===== src/rtl/vc_credit_arbiter.sv =====
// -----------------------------------------------------------------------------
// vc_credit_arbiter
//
// Shares one NoC injection slot among NUM_REQ local requesters. Each request's
// destination router is looked up in a built-in DEST->VC table, eligibility is
// gated by a per-VC downstream credit counter, and one eligible requester per
// cycle is granted round-robin into a single registered output slot.
//
// Ports
//   clk           in   1                      clock
//   rst           in   1                      synchronous, active-high reset
//   req_valid     in   NUM_REQ                per-requester request
//   req_dest      in   NUM_REQ*N_ADDR_WIDTH   dest of requester i at [i*N_ADDR_WIDTH +: N_ADDR_WIDTH]
//   req_ready     out  NUM_REQ                one-hot accept (transfer on valid & ready)
//   out_valid     out  1                      output slot holds a granted request
//   out_dest      out  N_ADDR_WIDTH           granted destination
//   out_vc        out  VC_ADDR_WIDTH          looked-up VC of the granted request
//   out_req_id    out  $clog2(NUM_REQ)        index of the granted requester
//   err_flag      out  1                      sticky error (only with VC_ARB_ERR_EN)
//   out_ready     in   1                      fabric pops the slot on out_valid & out_ready
//   credit_valid  in   1                      one credit returned this cycle
//   credit_vc     in   VC_ADDR_WIDTH          VC of the returned credit
//
// Configuration
//   VC_ARB_ERR_EN  when defined, adds err_flag: sticky-set the cycle after a
//                  valid request misses the table or a credit is returned to a
//                  counter already at CREDITS. Cleared only by rst.
// -----------------------------------------------------------------------------
module vc_credit_arbiter #(
  parameter int N             = 16,
  parameter int NUM_VC        = 2,
  parameter int N_ADDR_WIDTH  = $clog2(N),
  parameter int VC_ADDR_WIDTH = $clog2(NUM_VC),
  parameter int NUM_DEST      = 4,
  parameter logic [N_ADDR_WIDTH-1:0]  DEST [NUM_DEST] = '{default: N_ADDR_WIDTH'(1)},
  parameter logic [VC_ADDR_WIDTH-1:0] VC   [NUM_DEST] = '{default: VC_ADDR_WIDTH'(1)},
  parameter int NUM_REQ       = 4,
  parameter int CREDITS       = 4,
  parameter int CRED_WIDTH    = $clog2(CREDITS + 1)
) (
  input  logic                              clk,
  input  logic                              rst,
  input  logic [NUM_REQ-1:0]                req_valid,
  input  logic [NUM_REQ*N_ADDR_WIDTH-1:0]   req_dest,
  output logic [NUM_REQ-1:0]                req_ready,
  output logic                              out_valid,
  output logic [N_ADDR_WIDTH-1:0]           out_dest,
  output logic [VC_ADDR_WIDTH-1:0]          out_vc,
  output logic [$clog2(NUM_REQ)-1:0]        out_req_id,
`ifdef VC_ARB_ERR_EN
  output logic                              err_flag,
`endif
  input  logic                              out_ready,
  input  logic                              credit_valid,
  input  logic [VC_ADDR_WIDTH-1:0]          credit_vc
);

  localparam int ID_WIDTH = $clog2(NUM_REQ);
  localparam logic [CRED_WIDTH-1:0] CRED_MAX = CRED_WIDTH'(CREDITS);

  // ---------------------------------------------------------------------------
  // State
  // ---------------------------------------------------------------------------
  logic [CRED_WIDTH-1:0] credit     [NUM_VC];
  logic [CRED_WIDTH-1:0] credit_nxt [NUM_VC];
  logic [ID_WIDTH-1:0]   rr_ptr;

  // ---------------------------------------------------------------------------
  // Per-requester table lookup
  // ---------------------------------------------------------------------------
  logic [N_ADDR_WIDTH-1:0]  dest_of [NUM_REQ];
  logic [VC_ADDR_WIDTH-1:0] vc_of   [NUM_REQ];
  logic [NUM_REQ-1:0]       hit;
  logic [NUM_REQ-1:0]       eligible;

  // NOTE: every signal driven here gets a default before any conditional
  // assignment, otherwise a path that skips the assignment infers a latch.
  always_comb begin
    for (int i = 0; i < NUM_REQ; i++) begin
      dest_of[i] = req_dest[i*N_ADDR_WIDTH +: N_ADDR_WIDTH];
      hit[i]     = 1'b0;
      vc_of[i]   = '0;
      // Scan high-to-low so the lowest matching entry is the one that sticks.
      for (int k = NUM_DEST - 1; k >= 0; k--) begin
        if (DEST[k] == dest_of[i]) begin
          hit[i]   = 1'b1;
          vc_of[i] = VC[k];
        end
      end
    end
  end

  // A table miss is never eligible, so it only ever stalls its own requester.
  always_comb begin
    for (int i = 0; i < NUM_REQ; i++) begin
      eligible[i] = req_valid[i] && hit[i] && (credit[vc_of[i]] != '0);
    end
  end

  // ---------------------------------------------------------------------------
  // Round-robin arbitration
  // ---------------------------------------------------------------------------
  logic                 slot_free;
  logic                 grant_any;
  logic [ID_WIDTH-1:0]  winner;
  logic [ID_WIDTH-1:0]  scan_idx;
  logic [VC_ADDR_WIDTH-1:0] grant_vc;

  // A popped slot can be refilled in the same cycle: full throughput.
  assign slot_free = !out_valid || out_ready;

  always_comb begin
    grant_any = 1'b0;
    winner    = '0;
    scan_idx  = '0;
    // First eligible requester at or above rr_ptr, wrapping at NUM_REQ.
    for (int off = 0; off < NUM_REQ; off++) begin
      scan_idx = ID_WIDTH'((int'(rr_ptr) + off) % NUM_REQ);
      if (!grant_any && eligible[scan_idx]) begin
        grant_any = 1'b1;
        winner    = scan_idx;
      end
    end
    // No accept while in reset or while the slot is held by a stalled output.
    if (rst || !slot_free) begin
      grant_any = 1'b0;
    end
  end

  assign grant_vc  = vc_of[winner];
  assign req_ready = grant_any ? (NUM_REQ'(1) << winner) : '0;

  // ---------------------------------------------------------------------------
  // Credit counters
  // ---------------------------------------------------------------------------
  always_comb begin
    for (int v = 0; v < NUM_VC; v++) begin
      credit_nxt[v] = credit[v];
      if (credit_valid && (credit_vc == VC_ADDR_WIDTH'(v))) begin
        // Return with a same-VC grant cancels out; otherwise saturate at max.
        if (!(grant_any && (grant_vc == VC_ADDR_WIDTH'(v))) && (credit[v] != CRED_MAX)) begin
          credit_nxt[v] = credit[v] + CRED_WIDTH'(1);
        end
      end else if (grant_any && (grant_vc == VC_ADDR_WIDTH'(v))) begin
        // Eligibility required credit != 0, so this cannot underflow.
        credit_nxt[v] = credit[v] - CRED_WIDTH'(1);
      end
    end
  end

  // NOTE: the credit array is reset explicitly, unlike a data memory: the
  // arbiter's correctness depends on every counter restarting at CREDITS.
  always_ff @(posedge clk) begin
    if (rst) begin
      for (int v = 0; v < NUM_VC; v++) begin
        credit[v] <= CRED_MAX;
      end
    end else begin
      for (int v = 0; v < NUM_VC; v++) begin
        credit[v] <= credit_nxt[v];
      end
    end
  end

  // ---------------------------------------------------------------------------
  // Output slot and round-robin pointer
  // ---------------------------------------------------------------------------
  // NOTE: sequential state uses non-blocking assignments so every register
  // samples pre-edge values regardless of block evaluation order.
  always_ff @(posedge clk) begin
    if (rst) begin
      out_valid  <= 1'b0;
      out_dest   <= '0;
      out_vc     <= '0;
      out_req_id <= '0;
      rr_ptr     <= '0;
    end else if (grant_any) begin
      out_valid  <= 1'b1;
      out_dest   <= dest_of[winner];
      out_vc     <= grant_vc;
      out_req_id <= winner;
      rr_ptr     <= (winner == ID_WIDTH'(NUM_REQ - 1)) ? '0 : winner + ID_WIDTH'(1);
    end else if (out_ready) begin
      // Popped with nothing to refill: slot empties, payload left as is.
      out_valid  <= 1'b0;
    end
  end

`ifdef VC_ARB_ERR_EN
  // ---------------------------------------------------------------------------
  // Sticky error flag
  // ---------------------------------------------------------------------------
  logic miss_seen;
  logic over_return;

  assign miss_seen   = |(req_valid & ~hit);
  assign over_return = credit_valid && (credit[credit_vc] == CRED_MAX);

  always_ff @(posedge clk) begin
    if (rst) begin
      err_flag <= 1'b0;
    end else if (miss_seen || over_return) begin
      err_flag <= 1'b1;
    end
  end
`endif

endmodule


===== config.mk =====
export PLATFORM = sky130hd
export DESIGN_NAME = vc_credit_arbiter
export DESIGN_NICKNAME = d
export VERILOG_FILES = /design/src/rtl/vc_credit_arbiter.sv
export SDC_FILE = /design/constraint.sdc
export NUM_CORES = 1
export LEC_CHECK = 0
export ABC_AREA = 1
export BUFFER_PORTS_ARGS = -buffer_cell sky130_fd_sc_hd__buf_2
export CORE_MARGIN = 2
export CORE_UTILIZATION = 44
export CTS_CLUSTER_DIAMETER = 80
export DETAILED_ROUTE_END_ITERATION = 10
export GPL_TIMING_DRIVEN = 0
export PLACE_DENSITY_LB_ADDON = 0.15
export SLEW_MARGIN = 20
export SYNTH_ARGS = -nofsm -noshare
export SYNTH_HDL_FRONTEND = slang
export SYNTH_SLANG_ARGS = --single-unit

===== constraint.sdc =====
create_clock -name clk -period 1.8 [get_ports clk]
set_clock_uncertainty 0.1 [all_clocks]
set_input_delay 0.09 -clock clk [delete_from_list [all_inputs] [get_ports clk]]
set_output_delay 0.09 -clock clk [all_outputs]
set_load 0.02 [all_outputs]

# Word-level counts from Yosys, hierarchy flattened
# Memory sizes are Yosys's and may differ from the RTL's.
# Cells that the tools add are included.
[totals]
ramBits = 6
mem_count = 1
register_bits = 10
inputBits = 25
out_inout_bits = 12
[classes]
bitwise = 5
addsub = 8
magnitude_cmp = 5
shifts = 1
n_mux = 42
n_reduce_logical = 31
n_eq_ne = 7
[memory_table]
columns = ["name", "words", "width", "rd", "rd_ports_with_merged_regs", "wr", "line_no", "text"]
rows = [
  ["credit", 2, 3, 6, 0, 2, "64", "logic [CRED_WIDTH-1:0] credit [NUM_VC];"],
]
[ops]
columns = ["operator", "n"]
rows = [
  ["$mux W3", 8],
  ["$mux W1", 20],
  ["$logic_and A1 B1 Y1", 17],
  ["$eq A1 B4 Y1 const A", 4],
  ["$lt A2 B3 Y1 const B", 4],
  ["$mux W4", 3],
  ["$reduce_bool A3 Y1", 4],
  ["$bmux W1 S2", 5],
  ["$mux W2", 5],
  ["$bmux W4 S2", 1],
  ["$logic_not A1 Y1", 7],
  ["$add A3 B1 Y3 const B", 2],
  ["$ne A3 B3 Y1 const B", 2],
  ["$sub A3 B1 Y3 const B", 2],
  ["$add A2 B1 Y2 const B", 2],
  ["$add A2 B2 Y2 const B", 2],
  ["$shl A1 B2 Y4 const A", 1],
  ["$ge A3 B3 Y1 const B", 1],
  ["$not A2 Y3", 1],
  ["$eq A2 B2 Y1 const B", 1],
  ["$logic_or A1 B1 Y1", 2],
  ["$not A1 Y1", 2],
  ["$or A1 B1 Y1", 2],
  ["$reduce_bool A2 Y1", 1],
]

# Logic depth before layout (Yosys ltp)
# Gate-level depths: netlist of run 1.
# An unclocked memory read counts as a cell.
[depth]
depth_word = 28
depth_mapped = 17
ltp_nobuf = 17

# Worst setup path before layout of run 1
# OpenSTA, ideal clock, no wires.
[synth_path]
path_kind = "register to register"
start = "mem credit[1][0] (netlist bit)"
end = "reg rr_ptr[1]"
n_path_buf = 0
arrival_ps = 1772
path_slack_ps = -192
path_stages_with_launch = 14
path_cell_list = "dfxtp_1 > inv_2 > nand3_4 > nand4_1 > nand2_2 > o21ai_4 > nand2_1 > inv_1 > nand4_1 > nand2_1 > inv_1 > ha_1 > o21ai_0 > a21oi_1"
[synth_rtl]
columns = ["element", "line_no", "text"]
rows = [
  ["start: declaration", "64", ""],
  ["end signal: assignment", "182", "rr_ptr <= (winner == ID_WIDTH'(NUM_REQ - 1)) ? '0 : winner + ID_WIDTH'(1);"],
  ["end: declaration", "66", "logic [ID_WIDTH-1:0] rr_ptr;"],
]

==> results of run 1 <==
metal layers:
metal	global-route usage, %	share of wire [%]	wire length (um)	vias up
met3	0.857	2.6	75	8
met5	0	0	0	-
met4	10.3	1.8	51	0
met1	23.7	42	1200	546
li1	-	-	-	617
met2	36.9	54	1560	28
power by group:
group          switching, uW  leakage (uW)  internal [uW]
clock                   93.7     0.0000150           85.8
combinational           1680      0.000747           1350
sequential              58.0      0.000107            401
total                   1830      0.000869           1840
sequential cells by signal (all words and copies together), names as in the netlist:
name and flops:
credit 3, out_dest 4, out_req_id 2, out_valid 1, out_vc 1, rr_ptr 2
critical path: stages, from the launching register on:
cell	delay, ps
dfxtp_2	340
inv_2	80
nand3_4	110
nand4_1	160
nand2_2	90
o21ai_4	220
nand2_1	90
inv_2	70
nand4_1	130
nand2_4	140
ha_1	150
inv_1	50
nor2_2	130
buf_6	130
what timing repair did:
| item | CTS | global route |
|---|---|---|
| hold buffers | 0 | 0 |
| gates resized for setup | 33 | 28 |
| buffers inserted | 13 | 11 |
| setup endpoints to repair | 14 | 17 |
| pin swaps | 15 | 16 |
cell usage after synthesis (3+ instances only):
master,instances
nor2_2,3
nand4_1,12
inv_1,26
nand3_1,14
inv_2,5
nand2_1,35
a21oi_1,3
nand2_2,7
dfxtp_1,13
nor2_1,17
ha_1,4
worst max path at each step:
stage / start / end / cells after the start
2_1_floorplan: credit[1][0] / rr_ptr[1] / 11
3_3_place_gp: credit[1][0] / req_ready[2] / 13
3_5_place_dp: credit[1][0] / req_ready[0] / 13
4_1_cts: credit[1][0] / req_ready[2] / 15
5_1_grt: credit[1][0] / req_ready[0] / 14
6_report: credit[1][0] / req_ready[1] / 13
placed cells by master, fill, tap and decap left out:
cell       n
fa_1       1
inv_1     20
nor2_1    11
buf_8      1
xnor2_1    1
o21ai_2    3
clkbuf_1   2
nand3_2    8
inv_4      4
buf_6     11
buf_2     31
clkinv_1   1
a31oi_1    1
ha_1       1
nand4_4    1
inv_2      7
xor2_1     1
nand4_1   12
buf_4     15
a21oi_1    2
xnor2_4    1
ha_4       3
nand2_8    1
nand2_4    3
dfxtp_1   10
nor2_4     5
clkbuf_4   3
nand2_2   11
nor2_2     4
o21ai_4    1
nand2_1   28
dfxtp_2    3
a21oi_2    1
buf_12     1
nand3_4    3
nand3_1    6
layout make-up:
cell class,count,area [um2]
multi-input combinational,109,830
buffer,4,42.5
fill,159,518
clock buffer,4,26.3
inverter,32,130
sequential,13,264
timing repair buffer,56,388
tap,28,35.0
through the flow:
stage | utilization (%) | total power (uW) | hold WS (ps)
after detailed placement | 58.2 | 2250 | 304
after floorplan | - | 1920 | 197
final | 76.8 | 3670 | 30.8
after CTS | 69.0 | 3030 | 13.4
after global routing | 76.8 | 3950 | 32.2
after global placement | 58.2 | 2200 | 289
cells by family after synthesis:
kind of cell,Yosys count,share of synthesized area [%]
flops,13,24.9
simple gates,93,45.3
xor+xnor,3,3.24
buf+inv,36,14.4
fa+ha+maj,5,6.71
compound gates,8,5.40
==> run_summary.xml, run 1 <==
<?xml version="1.0" encoding="UTF-8"?>
<metrics>
  <group name="pwr">
    <metric name="power_density" unit="nW/um2">2140</metric>
    <metric name="leakagePower" unit="uW">0.000869</metric>
    <metric name="peakVddDrop" unit="uV">1320</metric>
  </group>
  <group name="grt">
    <metric name="grt_overflow" unit="">0</metric>
    <metric name="maximum_number_of_pins_on_one_net_before_global_route_repair" unit="">11</metric>
    <metric name="first_pass_grt_wire_length" unit="um">4350</metric>
    <metric name="grtUsageTotal" unit="%">20.3</metric>
    <metric name="first_global_vias" unit="">1142</metric>
    <metric name="grt_antenna_before_repair" unit="">0</metric>
  </group>
  <group name="timing">
    <metric name="timing.final.hold_violations" unit="">0</metric>
    <metric name="rsz0062_at_grt" unit="">true</metric>
    <metric name="setup-tns-final" unit="ps">-4230</metric>
    <metric name="setup_viol" unit="">17</metric>
    <metric name="timing.max_slew.rel_slack" unit="%">39.7</metric>
    <metric name="timing.fmax" unit="MHz">424</metric>
    <metric name="timing.final.ws_setup" unit="ps">-556</metric>
    <metric name="worstMarginPinSlew" unit="ps">902</metric>
    <metric name="final_report_max_slew_violation_count" unit="">0</metric>
    <metric name="layout_worst_path_cycle_share" unit="%">131</metric>
    <metric name="post-route-min-period" unit="ps">2360</metric>
  </group>
  <group name="synth">
    <metric name="count_of_flip_flops_with_a_built_in_enable_after_synthesis" unit="">0</metric>
    <metric name="synthArstFlopShare" unit="%">0</metric>
    <metric name="synth.top_cell.area_share" unit="%">24.9</metric>
    <metric name="synth_flop_cell" unit="">dfxtp_1</metric>
    <metric name="ys_warn_count" unit="">0</metric>
    <metric name="syn_area" unit="um2">1040</metric>
    <metric name="synth_fp_nets" unit="">188</metric>
    <metric name="post_synth_num_cell_types" unit="">27</metric>
    <metric name="ys_seq_elements" unit="">13</metric>
    <metric name="synth_area_leaders" unit="">dfxtp_1 25%, nand2_1 13%, inv_1 9.4%</metric>
    <metric name="seq_area_frac_synth" unit="%">24.9</metric>
    <metric name="yosys.area.top_type" unit="">dfxtp_1</metric>
    <metric name="syn_avg_cell_area" unit="um2">6.60</metric>
    <metric name="synth_cells" unit="">158</metric>
  </group>
  <group name="floorplanning">
    <metric name="die_h" unit="um">52.7</metric>
    <metric name="core_region_area" unit="um2">2230</metric>
    <metric name="rows" unit="">17</metric>
    <metric name="boundaryPins" unit="">37</metric>
    <metric name="initial_core_utilization" unit="%">46.7</metric>
    <metric name="floorplan.die.width" unit="um">52.7</metric>
    <metric name="floorplan.die_area" unit="um2">2780</metric>
  </group>
  <group name="worst_setup_path">
    <metric name="critical_path_peak_fanout" unit="">8</metric>
    <metric name="criticalPathCategory" unit="">reg -&gt; out</metric>
    <metric name="timing.rr.start" unit="">credit[1][0]</metric>
    <metric name="timing.reg2reg.worst_path_depth" unit="">15</metric>
    <metric name="worstPathRequired" unit="ps">1610</metric>
    <metric name="worst_setup_path_start_kind" unit="">register</metric>
    <metric name="reg2reg_setup_slack" unit="ps">-320</metric>
    <metric name="crit_path_end_kind" unit="">primary output</metric>
    <metric name="worst_r2r_endpoint" unit="">rr_ptr[0]</metric>
    <metric name="cp.arrival" unit="ps">2170</metric>
  </group>
  <group name="worst_hold_path">
    <metric name="hold_class" unit="">in -&gt; reg</metric>
    <metric name="min_delay_worst_endpoint" unit="">out_valid</metric>
    <metric name="min_path_cells" unit="">4</metric>
    <metric name="hold_wc_startpoint" unit="">out_ready</metric>
  </group>
  <group name="detailed_routing">
    <metric name="post_drt_via_cell_ratio" unit="">4.87</metric>
    <metric name="routed_wl_per_cell" unit="um">11.7</metric>
    <metric name="detail_route.first_pass.iterations" unit="">4</metric>
    <metric name="postRouteAntennaNets" unit="">0</metric>
    <metric name="drt-initial-drc-count" unit="">15</metric>
    <metric name="totalWireLength" unit="um">2880</metric>
    <metric name="route.vias.total" unit="">1199</metric>
    <metric name="remaining_drc_errors" unit="">0</metric>
  </group>
  <group name="placed_design">
    <metric name="placement.cell_area" unit="um2">1300</metric>
    <metric name="placement.io_buffers" unit="">35</metric>
    <metric name="placedCellCount" unit="">221</metric>
    <metric name="dp_slack" unit="ps">-318</metric>
    <metric name="dpl.hpwl" unit="um">1800</metric>
    <metric name="place.gp.congestion" unit="">0.845</metric>
  </group>
  <group name="final_layout">
    <metric name="instances_no_fill" unit="">246</metric>
    <metric name="layout.cell_area.non_filler" unit="um2">1720</metric>
    <metric name="layout.nets" unit="">249</metric>
    <metric name="syn2layout_area_growth" unit="%">64.4</metric>
    <metric name="post_route_cells_drive_above_1_share" unit="%">55.5</metric>
    <metric name="antenna-diode-count" unit="">0</metric>
  </group>
  <group name="clock_tree">
    <metric name="clock_insertion_delay_worst_skew" unit="ps">270</metric>
    <metric name="root_buffer" unit="">clkbuf_4</metric>
    <metric name="total_cts_buffers" unit="">3</metric>
    <metric name="cts_htree_levels" unit="">1</metric>
    <metric name="cts.clk_slew.worst_paths" unit="ps">80</metric>
    <metric name="tritoncts" unit="">yes</metric>
    <metric name="ctsLongestPathBuffers" unit="">2</metric>
    <metric name="clock_sinks" unit="">13</metric>
  </group>
  <group name="outcome">
    <metric name="failing_checks" unit="">setup timing</metric>
    <metric name="result_of_the_run" unit="">finished, violations left</metric>
  </group>
  <group name="run">
    <metric name="timing.max_cap.violations" unit="">0</metric>
  </group>
</metrics>
Power figures use the tool's default switching activity.
==> run 2, diff against run 1 <==
Settings changed: CORE_UTILIZATION 44 to 52.
Clock period 1.8 ns to 3.02 ns, I/O delays scaled along.
==> run 2 against run 1 <==
Against the previous run:
- the flow now finishes without violations
- flip-flop and latch count unchanged
- worst hold slack improved by 53 ps
- worst setup slack improved by 1100 ps
- via count decreased by 12%
- critical endpoint is now req_ready[2]
==> run_summary.xml, run 2 (same netlist as run 1, synthesis figures left out) <==
<?xml version="1.0" encoding="UTF-8"?>
<metrics>
  <group name="final_layout">
    <metric name="layout.cell_area.non_filler" unit="um2">1280</metric>
    <metric name="reg_top3" unit="">out_dest x4, credit x3</metric>
    <metric name="largest_register" unit="">out_dest</metric>
    <metric name="final_core_utilization" unit="%">66.5</metric>
    <metric name="layout.nets" unit="">228</metric>
    <metric name="flip_flop_count_of_the_largest_register_after_layout" unit="">4</metric>
    <metric name="post_route_cells_drive_above_1_share" unit="%">32.5</metric>
    <metric name="instances_no_fill" unit="">224</metric>
    <metric name="layout.cells.most_common_list" unit="">35 x nand2_1, 35 x buf_2, 26 x inv_1, 17 x nor2_1, 14 x nand3_1</metric>
    <metric name="syn2layout_area_growth" unit="%">22.5</metric>
    <metric name="antenna-diode-count" unit="">0</metric>
  </group>
  <group name="floorplanning">
    <metric name="floorplan.die_area" unit="um2">2380</metric>
    <metric name="rows" unit="">16</metric>
    <metric name="initial_core_utilization" unit="%">54.3</metric>
    <metric name="floorplan.die.width" unit="um">48.8</metric>
    <metric name="boundaryPins" unit="">37</metric>
    <metric name="core_region_area" unit="um2">1920</metric>
    <metric name="die_h" unit="um">48.8</metric>
  </group>
  <group name="worst_setup_path">
    <metric name="crit_path_end_kind" unit="">primary output</metric>
    <metric name="crit_path_cell_trace" unit="">inv_2 -&gt; nand3_4 -&gt; nand4_1 -&gt; nand3_1 -&gt; o21ai_4 -&gt; nand2_1 -&gt; inv_1 -&gt; nand2_1 -&gt; nand3_1 -&gt; nand2_1 -&gt; inv_1 -&gt; ha_1 -&gt; inv_1 -&gt; nor2_1 -&gt; buf_2</metric>
    <metric name="timing.reg2reg.worst_path_depth" unit="">14</metric>
    <metric name="worst_r2r_endpoint" unit="">rr_ptr[1]</metric>
    <metric name="cp.arrival" unit="ps">2250</metric>
    <metric name="critical_path_peak_fanout" unit="">8</metric>
    <metric name="criticalPathCategory" unit="">reg -&gt; out</metric>
    <metric name="timing.critical_path.from" unit="">credit[1][0]</metric>
    <metric name="cpMaxStageDelayCell" unit="">dfxtp_1</metric>
    <metric name="worstPathRequired" unit="ps">2770</metric>
    <metric name="path_depth" unit="">15</metric>
    <metric name="critical-path-top-delay-family" unit="">simple AND/OR/NAND/NOR gates</metric>
    <metric name="reg2reg_setup_slack" unit="ps">820</metric>
    <metric name="worst_setup_path_start_kind" unit="">register</metric>
    <metric name="timing.rr.start" unit="">credit[1][1]</metric>
    <metric name="crit_end" unit="">req_ready[2]</metric>
    <metric name="worst_path_largest_cell_delay" unit="ps">340</metric>
    <metric name="timing.critical_path.buf_inv" unit="">5</metric>
  </group>
  <group name="grt">
    <metric name="grt_most_used_layer" unit="">met2</metric>
    <metric name="grt_overflow" unit="">0</metric>
    <metric name="grtUsageTotal" unit="%">18.3</metric>
    <metric name="first_global_vias" unit="">960</metric>
    <metric name="met3_usage" unit="%">1.23</metric>
    <metric name="use_met1" unit="%">21.4</metric>
    <metric name="maximum_number_of_pins_on_one_net_before_global_route_repair" unit="">11</metric>
    <metric name="grt_antenna_before_repair" unit="">0</metric>
    <metric name="grt.met2_usage" unit="%">34.9</metric>
    <metric name="first_pass_grt_wire_length" unit="um">3610</metric>
  </group>
  <group name="timing">
    <metric name="worstMarginPinSlew" unit="ps">408</metric>
    <metric name="finalHoldWorstSlack" unit="ps">83.4</metric>
    <metric name="timing.fmax" unit="MHz">400</metric>
    <metric name="timing.max_slew.rel_slack" unit="%">72.7</metric>
    <metric name="layout_worst_path_cycle_share" unit="%">82.7</metric>
    <metric name="setup-tns-final" unit="ps">0</metric>
    <metric name="rsz0062_at_grt" unit="">false</metric>
    <metric name="post-route-min-period" unit="ps">2500</metric>
    <metric name="timing.final.hold_violations" unit="">0</metric>
    <metric name="final_report_max_slew_violation_count" unit="">0</metric>
    <metric name="setup_viol" unit="">0</metric>
  </group>
  <group name="placed_design">
    <metric name="placedCellCount" unit="">220</metric>
    <metric name="placement.cell_area" unit="um2">1250</metric>
    <metric name="place.gp.congestion" unit="">0.857</metric>
    <metric name="dpl.hpwl" unit="um">1750</metric>
    <metric name="placement.io_buffers" unit="">35</metric>
  </group>
  <group name="clock_tree">
    <metric name="cts_hold_repair.buffers" unit="">0</metric>
    <metric name="root_buffer" unit="">clkbuf_4</metric>
    <metric name="total_cts_buffers" unit="">3</metric>
    <metric name="post_cts_resized" unit="">0</metric>
    <metric name="cts_post_setup_buffers_inserted" unit="">0</metric>
    <metric name="tritoncts" unit="">yes</metric>
    <metric name="clock_insertion_delay_worst_skew" unit="ps">270</metric>
    <metric name="clock_sinks" unit="">13</metric>
    <metric name="cts.clk_slew.worst_paths" unit="ps">70</metric>
    <metric name="ctsLongestPathBuffers" unit="">2</metric>
    <metric name="cts_htree_levels" unit="">1</metric>
  </group>
  <group name="run">
    <metric name="timing.max_cap.violations" unit="">0</metric>
  </group>
  <group name="detailed_routing">
    <metric name="routed_wl_per_cell" unit="um">9.44</metric>
    <metric name="post_drt_via_cell_ratio" unit="">4.74</metric>
    <metric name="drt-initial-drc-count" unit="">10</metric>
    <metric name="remaining_drc_errors" unit="">0</metric>
    <metric name="detail_route.first_pass.iterations" unit="">4</metric>
    <metric name="postRouteAntennaNets" unit="">0</metric>
    <metric name="route.vias.total" unit="">1061</metric>
    <metric name="totalWireLength" unit="um">2110</metric>
  </group>
  <group name="pwr">
    <metric name="peakVddDrop" unit="uV">599</metric>
    <metric name="power_density" unit="nW/um2">1040</metric>
    <metric name="leakagePower" unit="uW">0.000718</metric>
  </group>
  <group name="worst_hold_path">
    <metric name="hold_class" unit="">in -&gt; reg</metric>
  </group>
  <group name="outcome">
    <metric name="result_of_the_run" unit="">complete, no violations</metric>
  </group>
</metrics>
[run 2: changes by cell type in the layout (fill, tap and decap cells not counted), moves of 5 or more]
| cell | before | now |
|---|---|---|
| buf_4 | 15 | 2 |
| buf_6 | 11 | 1 |
| nand3_1 | 6 | 14 |
| nand2_1 | 28 | 35 |
| inv_1 | 20 | 26 |
| nand3_2 | 8 | 2 |
| nor2_1 | 11 | 17 |
| nor2_4 | 5 | 0 |
[run 2: metal layers]
layer  vias to the layer above  share of wire, %
met5                         -                 0
met4                         0                 0
met3                         0               3.2
met2                        19                52
met1                       468                45
li1                        574                 -
[run 2: worst min path at each step]
stage                startpoint     endpoint  slack [ps]  cells past startpoint
finish                out_ready    out_valid          80                      4
global route          out_ready    out_valid         110                      4
CTS                   out_ready    out_valid          80                      4
detailed placement  out_dest[2]  out_dest[2]         340                      2
global placement    out_dest[3]  out_dest[3]         330                      2
floorplan             out_ready    out_valid         260                      3
[run 2: final cells by class]
cell class / count / area, um2
Sequential cell: 13 / 260
Timing Repair Buffer: 35 / 175
Multi-Input combinational cell: 109 / 633
Buffer: 4 / 30.0
Clock buffer: 4 / 26.3
Tap cell: 27 / 33.8
Fill cell: 187 / 643
Inverter: 32 / 120
[run 2: worst min-delay path, delay by kind of cell]
family,cells,cell delay [ps]
buffers and inverters,1,80
and+or+nand+nor,3,180
[run 2: where the power goes]
part	switching (uW)	internal (uW)	total, uW
Clock	52.8	51.1	104
Combinational	610	344	953
Sequential	39.9	234	274
Total	702	629	1330
[run 2: per-stage QoR]
stage                     setup slack, ps  total power [uW]
final                                 522              1330
after floorplan                       975              1040
after global placement                878              1190
after detailed placement              827              1230
after CTS                             510              1340
after global routing                  316              1480
